$ cat src/rtl/conv_frame_sched.sv
// Frame sequencer for the 3x3 convolution engine: loads an input frame into
// the engine frame buffer, fires the engine under a watchdog, drains result rows.
module conv_frame_sched #(
  parameter int ROWS    = 8,
  parameter int COLS    = 8,
  parameter int PW      = 8,
  parameter int RW      = 8,
  parameter int TIMEOUT = 16
) (
  input  logic                      clk,
  input  logic                      rst_n,
  input  logic                      in_valid,
  output logic                      in_ready,
  input  logic [COLS*PW-1:0]        in_row,
  output logic                      fb_we,
  output logic [$clog2(ROWS)-1:0]   fb_waddr,
  output logic [COLS*PW-1:0]        fb_wdata,
  output logic                      eng_start,
  input  logic                      eng_done,
  output logic [$clog2(ROWS)-1:0]   res_raddr,
  input  logic [(COLS-1)*RW-1:0]    res_row,
  output logic                      out_valid,
  input  logic                      out_ready,
  output logic [(COLS-1)*RW-1:0]    out_row,
  output logic                      out_last,
  output logic [15:0]               frame_cnt,
  output logic                      err_timeout,
  input  logic                      err_clr
);

  localparam int AW = $clog2(ROWS);
  localparam int WW = $clog2(TIMEOUT);
  localparam logic [AW-1:0] LAST_ROW = AW'(ROWS - 1);
  localparam logic [AW-1:0] LAST_OUT = AW'(ROWS - 2);
  localparam logic [WW-1:0] WD_LAST  = WW'(TIMEOUT - 1);

  typedef enum logic [2:0] {IDLE, LOAD, START, WAIT, DRAIN} state_t;

  state_t          state;
  logic [AW-1:0]   row_cnt;
  logic [AW-1:0]   out_idx;
  logic [WW-1:0]   wd_cnt;
  logic            in_accept;
  logic            beat;
  logic            wd_expire;

  // Write strobe and result read path are combinational so the frame buffer
  // sees a row in the same cycle it is accepted, and the engine result mux
  // follows out_idx without an extra stage.
  always_comb begin
    in_accept = in_valid && in_ready;
    fb_we     = in_accept;
    fb_waddr  = row_cnt;
    fb_wdata  = in_row;
    res_raddr = out_idx;
    out_row   = res_row;
    out_last  = out_valid && (out_idx == LAST_OUT);
    beat      = out_valid && out_ready;
    wd_expire = (state == WAIT) && !eng_done && (wd_cnt == WD_LAST);
  end

  always_ff @(posedge clk or negedge rst_n) begin
    if (!rst_n) begin
      state       <= IDLE;
      row_cnt     <= '0;
      out_idx     <= '0;
      wd_cnt      <= '0;
      in_ready    <= 1'b0;
      eng_start   <= 1'b0;
      out_valid   <= 1'b0;
      frame_cnt   <= '0;
      err_timeout <= 1'b0;
    end else begin
      eng_start <= 1'b0;

      // A watchdog expiry in the same cycle as a clear keeps the flag set.
      if (wd_expire)
        err_timeout <= 1'b1;
      else if (err_clr)
        err_timeout <= 1'b0;

      unique case (state)
        IDLE: begin
          state    <= LOAD;
          in_ready <= 1'b1;
        end

        LOAD: begin
          if (in_accept) begin
            if (row_cnt == LAST_ROW) begin
              row_cnt   <= '0;
              in_ready  <= 1'b0;
              eng_start <= 1'b1;
              state     <= START;
            end else begin
              row_cnt <= row_cnt + 1'b1;
            end
          end
        end

        START: begin
          wd_cnt <= '0;
          state  <= WAIT;
        end

        WAIT: begin
          if (eng_done) begin
            out_idx   <= '0;
            out_valid <= 1'b1;
            state     <= DRAIN;
          end else if (wd_cnt == WD_LAST) begin
            state <= IDLE;
          end else begin
            wd_cnt <= wd_cnt + 1'b1;
          end
        end

        DRAIN: begin
          if (beat) begin
            if (out_idx == LAST_OUT) begin
              out_idx   <= '0;
              out_valid <= 1'b0;
              frame_cnt <= frame_cnt + 16'd1;
              state     <= IDLE;
            end else begin
              out_idx <= out_idx + 1'b1;
            end
          end
        end

        default: state <= IDLE;
      endcase
    end
  end

  a_start_one_cycle: assert property (@(posedge clk) disable iff (!rst_n)
    eng_start |=> !eng_start);
  a_write_only_in_load: assert property (@(posedge clk) disable iff (!rst_n)
    fb_we |-> state == LOAD);
  a_drain_holds: assert property (@(posedge clk) disable iff (!rst_n)
    (out_valid && !out_ready) |=> (out_valid && $stable(out_idx)));

endmodule

$ cat config.mk
export PLATFORM = sky130hd
export DESIGN_NAME = conv_frame_sched
export DESIGN_NICKNAME = d
export VERILOG_FILES = /design/src/rtl/conv_frame_sched.sv
export SDC_FILE = /design/constraint.sdc
export NUM_CORES = 1
export LEC_CHECK = 0
export ABC_AREA = 1
export BUFFER_PORTS_ARGS = -buffer_cell sky130_fd_sc_hd__buf_2
export CAP_MARGIN = 20
export CORE_AREA = 2 2 106 108
export CTS_CLUSTER_DIAMETER = 30
export DETAILED_ROUTE_END_ITERATION = 16
export DIE_AREA = 0 0 108 110
export SLEW_MARGIN = 20
export SYNTH_ARGS = -nofsm -noshare
export SYNTH_HDL_FRONTEND = slang
export SYNTH_SLANG_ARGS = --single-unit
export TNS_END_PERCENT = 1
$ cat constraint.sdc
create_clock -name clk -period 1.32 [get_ports clk]
set_input_delay 0.066 -clock clk [delete_from_list [all_inputs] [get_ports clk]]
set_output_delay 0.066 -clock clk [all_outputs]
set_load 0.01 [all_outputs]
# Word level (Yosys, flattened, before mapping)
# Index checks and enable logic that the tools add are counted.
# Widths: inputs -> output; s select.
[word_totals]
ff_bits = 33
input_bits = 126
[op_classes]
n_mux = 27
n_eq_ne = 15
reduce_logical = 18
addsub = 4
[op_table]
columns = ["op", "n"]
rows = [
  ["$mux 3", 10],
  ["$add 16x1->16 const B", 1],
  ["$pmux 3 s5", 1],
  ["$ne 2x2->1 const B", 7],
  ["$reduce_and 3->1", 4],
  ["$mux 1", 10],
  ["$eq 3x3->1 const B", 3],
  ["$mux 4", 2],
  ["$pmux 4 s2", 1],
  ["$reduce_bool 2->1", 4],
  ["$add 3x1->3 const B", 2],
  ["$eq 3x2->1 const B", 2],
  ["$pmux 3 s2", 1],
  ["$logic_and 1x1->1", 5],
  ["$reduce_and 5->1", 1],
  ["$add 4x1->4 const B", 1],
  ["$eq 4x4->1 const B", 1],
  ["$pmux 1 s2", 2],
  ["$reduce_and 4->1", 1],
  ["$eq 3x1->1 const B", 1],
  ["$logic_not 3->1", 1],
  ["$ne 3x2->1 const B", 1],
  ["$reduce_and 2->1", 1],
  ["$logic_not 1->1", 1],
]

# Logic depth before layout (Yosys ltp)
# Gate-level depths: netlist of the first run.
[depth]
word_depth = 4
ltp_mapped = 8
ltp_nobuf = 8

# Least setup slack after synthesis of the first run
# No wires, ideal clock.
[synth_timing]
kind = "flip-flop to flip-flop"
from = "reg row_cnt[0] (netlist: fb_waddr[0])"
to = "reg state[1]"
path_buffers = 0
period_less_slack_ns = 1.331
slack_ns = -0.011
stages_incl_launch_ff = 6
t_arrival_ns = 1.211
required_ns = 1.200
cell_sequence = "dfrtp_1 > ha_1 > ha_1 > inv_1 > o21ai_0 > a31o_2"
[synth_via]
elab_chain_len = 3
[synth_rtl]
columns = ["item", "line", "text"]
rows = [
  ["from (decl)", "40", "logic [AW-1:0] row_cnt;"],
  ["from (signal assigned)", "96", "row_cnt <= row_cnt + 1'b1;"],
  ["$eq 3x3->1", "90", "if (row_cnt == LAST_ROW) begin"],
  ["$ne 2x2->1 (no source line)", "-", ""],
  ["$reduce_and 5->1 (no source line)", "-", ""],
  ["to (signal assigned)", "84", "state <= LOAD;"],
  ["to (signal assigned)", "94", "state <= START;"],
  ["to (signal assigned)", "103", "state <= WAIT;"],
  ["to (decl)", "39", "state_t state;"],
]
# No other way between the ends.
# A chain may end at the register's enable or synchronous reset.

# Final worst setup path of the first run
[layout_timing]
from = "reg frame_cnt[1]"
to = "reg frame_cnt[10]"
[layout_via]
elab_chain_len = 1
[layout_rtl]
columns = ["item", "line", "text"]
rows = [
  ["from (decl)", "26", "output logic [15:0] frame_cnt,"],
  ["from (signal assigned)", "123", "frame_cnt <= frame_cnt + 16'd1;"],
  ["$add 16x1->16", "123", ""],
]
# No other way between the ends.

==> metrics.md, run 1 <==
| Metric | Value |
|---|---|
| Status | `complete, no violations` |
| Wire length of the first global-routing pass | `between 8 and 9 mm` |
| Share of the synthesized area in the top cell type | `33.3%` |
| Non-filler cells, final | `446` |
| Cell area after synthesis | `approximately 2700 µm²` |
| Count of max-cap constraint violations | `0` |
| Standard-cell rows | `38` |
| Max-slew violations | `0` |
| Post-route total power | `3200 µW` |
| Slew at the pin closest to its max-slew limit | `0.277 ns` |
| Width of the die | `108 µm` |
| Total gr overflow | `0` |
| Post-synthesis net count | `493` |
| Buffers on Ports | `33` |
| Final Core Density | `between 20% and 30%` |
| Syn Inst Count | `363` |
| Critical path class | `reg -> reg` |
| Post-DP HPWL | `4.45 mm` |
| Total number of vias | `1888` |
| Launching element type of the critical path | `flip-flop` |
| IO Count | `274` |
| Critical-path cell with the highest stage delay | `dfrtp_1` |
| VDD IR-drop max | `0.000938 V` |
| Core footprint | `10700 µm²` |
| Clock slew seen by the registers of the worst setup and hold paths | `0.07 ns` |
| Detail-routed via count per cell | `4.23` |
| Setup TNS | `0 ns` |
| Crit. End Element | `flip-flop` |
| Unrepaired setup endpoints after global routing | `yes` |
| Power Dens Cells | `1260 nW/µm²` |
| Per-cell routed wire length | `12.8 µm` |
| Setup slack of the worst register-to-register path | `0.03 ns` |
| Cell type with the highest aggregate area in the netlist | `buf_4` |
| Floorplan die area | `~12000 µm²` |
| Final worst clock skew | `0.00923 ns` |
| ANT nets after route | `0` |
| Most frequent standard cell in the layout excluding fill and tap cells | `nand2_1` |
| Count of cell types in the netlist | `25` |
| Mean post-synth cell area | `around 7.5 µm²` |
| Fraction of the cycle the final worst path needs | `about 98%` |
| Worst min path class | `in -> reg` |
| Number of buffers on the longest clock path | `2` |
| Net count, final | `436` |
| Via count of the first global-routing pass | `1812` |
| CTS root buf | `clkbuf_8` |
| Data arrival, critical path | `1.47 ns` |
| Sequential-to-total area share from yosys stat | `between 30% and 40%` |
| Maximum number of pins on one net before global-route repair | `34` |
| CTS tree | `done` |
| Leak pwr | `0.00128 µW` |
| Delay of the slowest cell on the worst path | `0.40 ns` |
| DRC Markers | `0` |
| Warnings from Yosys | `0` |
| Standard cell area after detailed placement | `roughly 2300 µm²` |
| Syn-to-layout area delta | `-7.20%` |
| Fraction of final layout cells sized beyond drive strength 1 | `31.0%` |
| Starting density of the core | `between 20% and 30%` |
| All-Layer GR Usage | `9.35%` |
| Minimum clock period after layout | `between 1 and 1.5 ns` |
| Die span in y | `around 110 µm` |
| Inserted Diodes | `0` |
| Number of synthesized register bits | `33` |
| Wire length reported by the detailed router | `5.72 mm` |
| Total instance count after detailed placement | `436` |
| Initial DRC Count | `between 40 and 50` |
| Count of H-tree levels built during CTS | `2` |
| Number of hold violations in the final report | `0` |
| Skew-Pair Late Insertion Delay | `0.29 ns` |
| Rel. slew slack | `81.4%` |
| Top post-synthesis cells by area | `buf_4, dfrtp_1, nand2_1` |
| Required time of the critical path | `1.50 ns` |
| Number of sinks driven by the clock tree | `33` |
| Final std cell area, no fill | `2530 µm²` |
| Num CTS Buffers | `5` |
| Worst Path Max Fanout | `4` |
| Number of antenna violations at the first check in global routing | `0` |
| Number of optimization iterations in the first detailed-route pass | `4` |
| Cell repeated most along the worst path | `nand2_1` |
| Critical Path, Cell by Cell | `ha_2 > nand3_4 > nor2_4 > buf_4 > nand3_1 > nand2_1 > nand2_1` |
| Most frequent cells in the layout | `nand2_1, buf_2, dfrtp_1, inv_1` |
| Max Freq | `between 0.7 and 0.8 GHz` |
| Final estimated routing congestion in global placement | `0.795` |
| Final number of setup-violating endpoints | `0` |
-- worst paths after layout --
kind	start	endpoint	depth (start not counted)
max	frame_cnt[1]	frame_cnt[10]	7
max in group asynchronous	rst_n	res_raddr[2]	3
min in group asynchronous	rst_n	res_raddr[0]	3
min reg2reg	fb_waddr[2]	fb_waddr[2]	2
min	eng_done	out_valid	3
max reg2reg	frame_cnt[1]	frame_cnt[10]	7
-- cells in the mapped netlist --
| cell type | count |
|---|---|
| buf_4 | 121 |
| nand2_1 | 86 |
| dfrtp_1 | 33 |
| inv_1 | 31 |
| nor2_1 | 25 |
| nand3_1 | 15 |
| o21ai_0 | 10 |
| nand4_1 | 9 |
| ha_1 | 4 |
| nand3_2 | 4 |
| nor2_2 | 3 |
| nor2_4 | 3 |
| xnor2_1 | 3 |
| xor2_1 | 3 |
| a21oi_1 | 2 |
| nand3b_1 | 2 |
| a31o_2 | 1 |
| a31oi_1 | 1 |
| inv_2 | 1 |
| nand2_2 | 1 |
| nand2_4 | 1 |
| nor3_1 | 1 |
| o22ai_1 | 1 |
| o31ai_1 | 1 |
| or2_2 | 1 |
-- stage by stage --
step / setup WS, ns / hold WS, ns
2_1_floorplan: 0.00674 / -0.230
3_3_place_gp: 0.0135 / 0.0384
3_5_place_dp: -0.0276 / 0.0409
4_1_cts: -0.0228 / 0.0441
5_1_grt: -0.0584 / 0.0712
6_report: 0.0310 / 0.0503
-- flip-flops by register name (all words and copies together) (netlist names) --
name and cells:
eng_start 1, res_raddr 3, frame_cnt 16, wd_cnt 4, err_timeout 1, in_ready 1
state 3, fb_waddr 3, out_valid 1
-- worst max-delay path: cells and delay by family, from the launching register on --
kind | cells | cell delay (ns)
and+or+nand+nor | 5 | 0.42
DFF | 1 | 0.40
adders and majority gates | 1 | 0.22
buffers and inverters | 1 | 0.13
-- final cells by class --
cell class	count	area [µm²]
Clock buffer	7	86.3
Fill cell	1196	8160
Inverter	32	125
Multi-Input combinational cell	177	955
Sequential cell	33	830
Tap cell	140	175
Timing Repair Buffer	57	363
-- per-layer routing --
metal  share of wire, %  vias up  GRT usage, %
li1                   -      896             -
met1                 38      886          9.97
met2                 49       73          16.0
met3                8.8       33          3.53
met4                3.8        0          5.22
met5                  0        -             0
-- logic make-up after synthesis --
logic type	share of synthesized area (%)
buf+inv	37.7
simple gates	25.1
flops	30.2
compound gates	3.25
xor+xnor	1.93
fa+ha+maj	1.83
-- timing repair --
item | in CTS | in global routing
pin swaps | 0 | 7
resized for setup | 2 | 27
hold buffers | 2 | 0
setup buffers | 0 | 1
hold endpoints to repair | 34 | 0
endpoints found under the setup margin | 2 | 23
-- power by group --
part           switching, µW  leakage, µW  internal [µW]
registers                135     0.000424           1170
clock network            383    0.0000443            414
logic                    650     0.000814            451
total                   1170      0.00128           2030
(Power assumes the default switching activity.)
==> inputs of run 2 (changes only) <==
PLACE_DENSITY_LB_ADDON = 0.05   (was unset)
==> run 2 against run 1 <==
Maximum frequency about the same. Combinational power up 20%. Sequential cell count unchanged. Die area stayed put. Core utilization up 1.6 points. Sequential power hardly changed. Wire length grew 2.2%. Clock skew down 0.0052 ns. Via count decreased by 0.21%. Worst hold slack worse by 0.031 ns. Critical path depth fell by 3. Final area up 6.8%.
==> metrics.md, run 2 (synthesized netlist as in run 1, its figures left out) <==
| Metric | Value |
|---|---|
| Num CTS Buffers | `5` |
| Max Freq | `0.776 GHz` |
| Maximum number of pins on one net before global-route repair | `20` |
| Number of hold violations in the final report | `0` |
| Wire length reported by the detailed router | `5.84 mm` |
| Fraction of the cycle the final worst path needs | `97.6%` |
| Launching element type of the critical path | `flip-flop` |
| CTS tree | `done` |
| Clock slew seen by the registers of the worst setup and hold paths | `roughly 0.080 ns` |
| Standard-cell rows | `38` |
| Most frequent standard cell in the layout excluding fill and tap cells | `nand2_1` |
| RR Startpoint | `frame_cnt[1]` |
| Slew at the pin closest to its max-slew limit | `0.415 ns` |
| Minimum clock period after layout | `about 1.3 ns` |
| Setup crit end | `out_last` |
| Biggest register | `frame_cnt` |
| IO Count | `274` |
| All-Layer GR Usage | `about a tenth` |
| Total number of vias | `roughly 1.9k` |
| Detail-routed via count per cell | `~4.0` |
| Core footprint | `10700 µm²` |
| Via count of the first global-routing pass | `1948` |
| Status | `complete, no violations` |
| Final worst clock skew | `0.00398 ns` |
| Net count, final | `455` |
| Footprint of the flip-flops and latches | `827 µm²` |
| Required time of the critical path | `roughly 1.3 ns` |
| CTS root buf | `clkbuf_8` |
| Critical path startpoint | `res_raddr[2]` |
| Count of filler cells inserted in the layout | `~1.2k` |
| ANT nets after route | `0` |
| Leak pwr | `roughly 0.0014 µW` |
| DRC Markers | `0` |
| Initial DRC Count | `37` |
| Largest regs | `frame_cnt x16, wd_cnt x4` |
| Number of optimization iterations in the first detailed-route pass | `4` |
| Fraction of final layout cells sized beyond drive strength 1 | `35.0%` |
| Critical path class | `reg -> out` |
| Final estimated routing congestion in global placement | `between 0.6 and 0.7` |
| Width of the die | `roughly 110 µm` |
| Delay-heaviest family, CP | `flip-flops` |
| Number of antenna violations at the first check in global routing | `0` |
| Wire length of the first global-routing pass | `9.45 mm` |
| Skew-Pair Late Insertion Delay | `0.28 ns` |
| Per-cell routed wire length | `12.5 µm` |
| Number of buffers on the longest clock path | `2` |
| Post-DP HPWL | `around 4.6 mm` |
| Delay of the slowest cell on the worst path | `0.43 ns` |
| Final Core Density | `between 20% and 30%` |
| Number of cell instances on the worst register-to-register path | `9` |
| Unrepaired setup endpoints after global routing | `yes` |
| Crit. End Element | `output port` |
| Count of H-tree levels built during CTS | `2` |
| Worst Path Buf+Inv | `3` |
| Final number of setup-violating endpoints | `0` |
| Syn-to-layout area delta | `-0.871%` |
| Buffers on Ports | `33` |
| Count of max-cap constraint violations | `0` |
| Max reg flops | `16` |
| Post-route total power | `3640 µW` |
| Critical Path, Cell by Cell | `nand4_1 > buf_4 > inv_1 > buf_2` |
| Die span in y | `110 µm` |
| Most frequent cells in the layout | `nand2_1, buf_4, buf_2, dfrtp_1, inv_1` |
| Rel. slew slack | `72.3%` |
| VDD IR-drop max | `0.000527 V` |
| Worst path depth | `4` |
| Reg-to-Reg End | `frame_cnt[14]` |
| Floorplan die area | `11900 µm²` |
| Inserted Diodes | `0` |
| Data arrival, critical path | `1.22 ns` |
| Setup slack of the worst register-to-register path | `0.05 ns` |
| Starting density of the core | `25.5%` |
| Worst min path class | `in -> reg` |
| Multi-input combinational cell area | `942 µm²` |
| Power Dens Cells | `1340 nW/µm²` |
| Number of sinks driven by the clock tree | `33` |
| Total gr overflow | `0` |
| Critical-path cell with the highest stage delay | `dfrtp_1` |
| Worst Path Max Fanout | `4` |
| Max-slew violations | `0` |
run 2: cell count changes in the layout (fill, tap and decap cells not counted), sizes merged:
cell,before,now
clkbuf,7,6
bufinv,0,1
buf,55,74
clkinvlp,0,1
run 2: through the flow:
step                instance area [µm²]  TNS (ns)  std cells  hold slack (ns)  setup WS [ns]
global placement                   2490   -0.0916        455           0.0328        -0.0486
floorplan                          2730         0        363           -0.230        0.00674
detailed placement                 2490   -0.0410        455           0.0299        -0.0207
global route                       2710    -0.806        466           0.0404         -0.110
finish                             2710         0        466           0.0193         0.0311
CTS                                2640   -0.0410        465           0.0103        -0.0231
run 2: cell type report:
| cell class | instances | area share, % |
|---|---|---|
| clock buffer | 6 | 3.05 |
| multi-input combinational | 177 | 34.8 |
| inverter | 32 | 4.44 |
| timing repair buffer | 76 | 19.3 |
| clock inverter | 2 | 1.39 |
| sequential | 33 | 30.6 |
| tap | 140 | 6.47 |
run 2: tightest hold or removal path: cells and delay by family:
family / cells / cell delay [ns]
buf+inv: 1 / 0.09
simple gates: 2 / 0.12
run 2: what timing repair did:
action	CTS	global route
endpoints found under the setup margin	8	27
setup buffers	0	1
hold buffers	2	0
gates resized for setup	5	19
pin swaps	0	4
hold endpoints to repair	15	0
run 2: where the power goes:
part           switching [µW]  total, µW  internal [µW]
combinational             707       1320            613
clock                     419       1030            615
sequential                121       1280           1160
total                    1250       3640           2390
run 2: per-layer routing:
layer  global-route usage (%)  vias up  routed length [µm]
met2                     17.1       63                2780
met5                        0        -                   0
met3                     3.29       27                 328
li1                         -      936                   -
met4                     4.85        0                 166
met1                     11.9      858                2570
run 2: worst min path at each step:
| stage | startpoint | end | slack (ns) | cells past startpoint |
|---|---|---|---|---|
| detailed placement | rst_n | frame_cnt[12] | 0.03 | 1 |
| global route | eng_done | out_valid | 0.04 | 3 |
| global placement | rst_n | frame_cnt[12] | 0.03 | 1 |
| CTS | eng_done | state[2] | 0.01 | 3 |
| finish | eng_done | out_valid | 0.02 | 3 |
| floorplan | rst_n | eng_start | -0.23 | 0 |
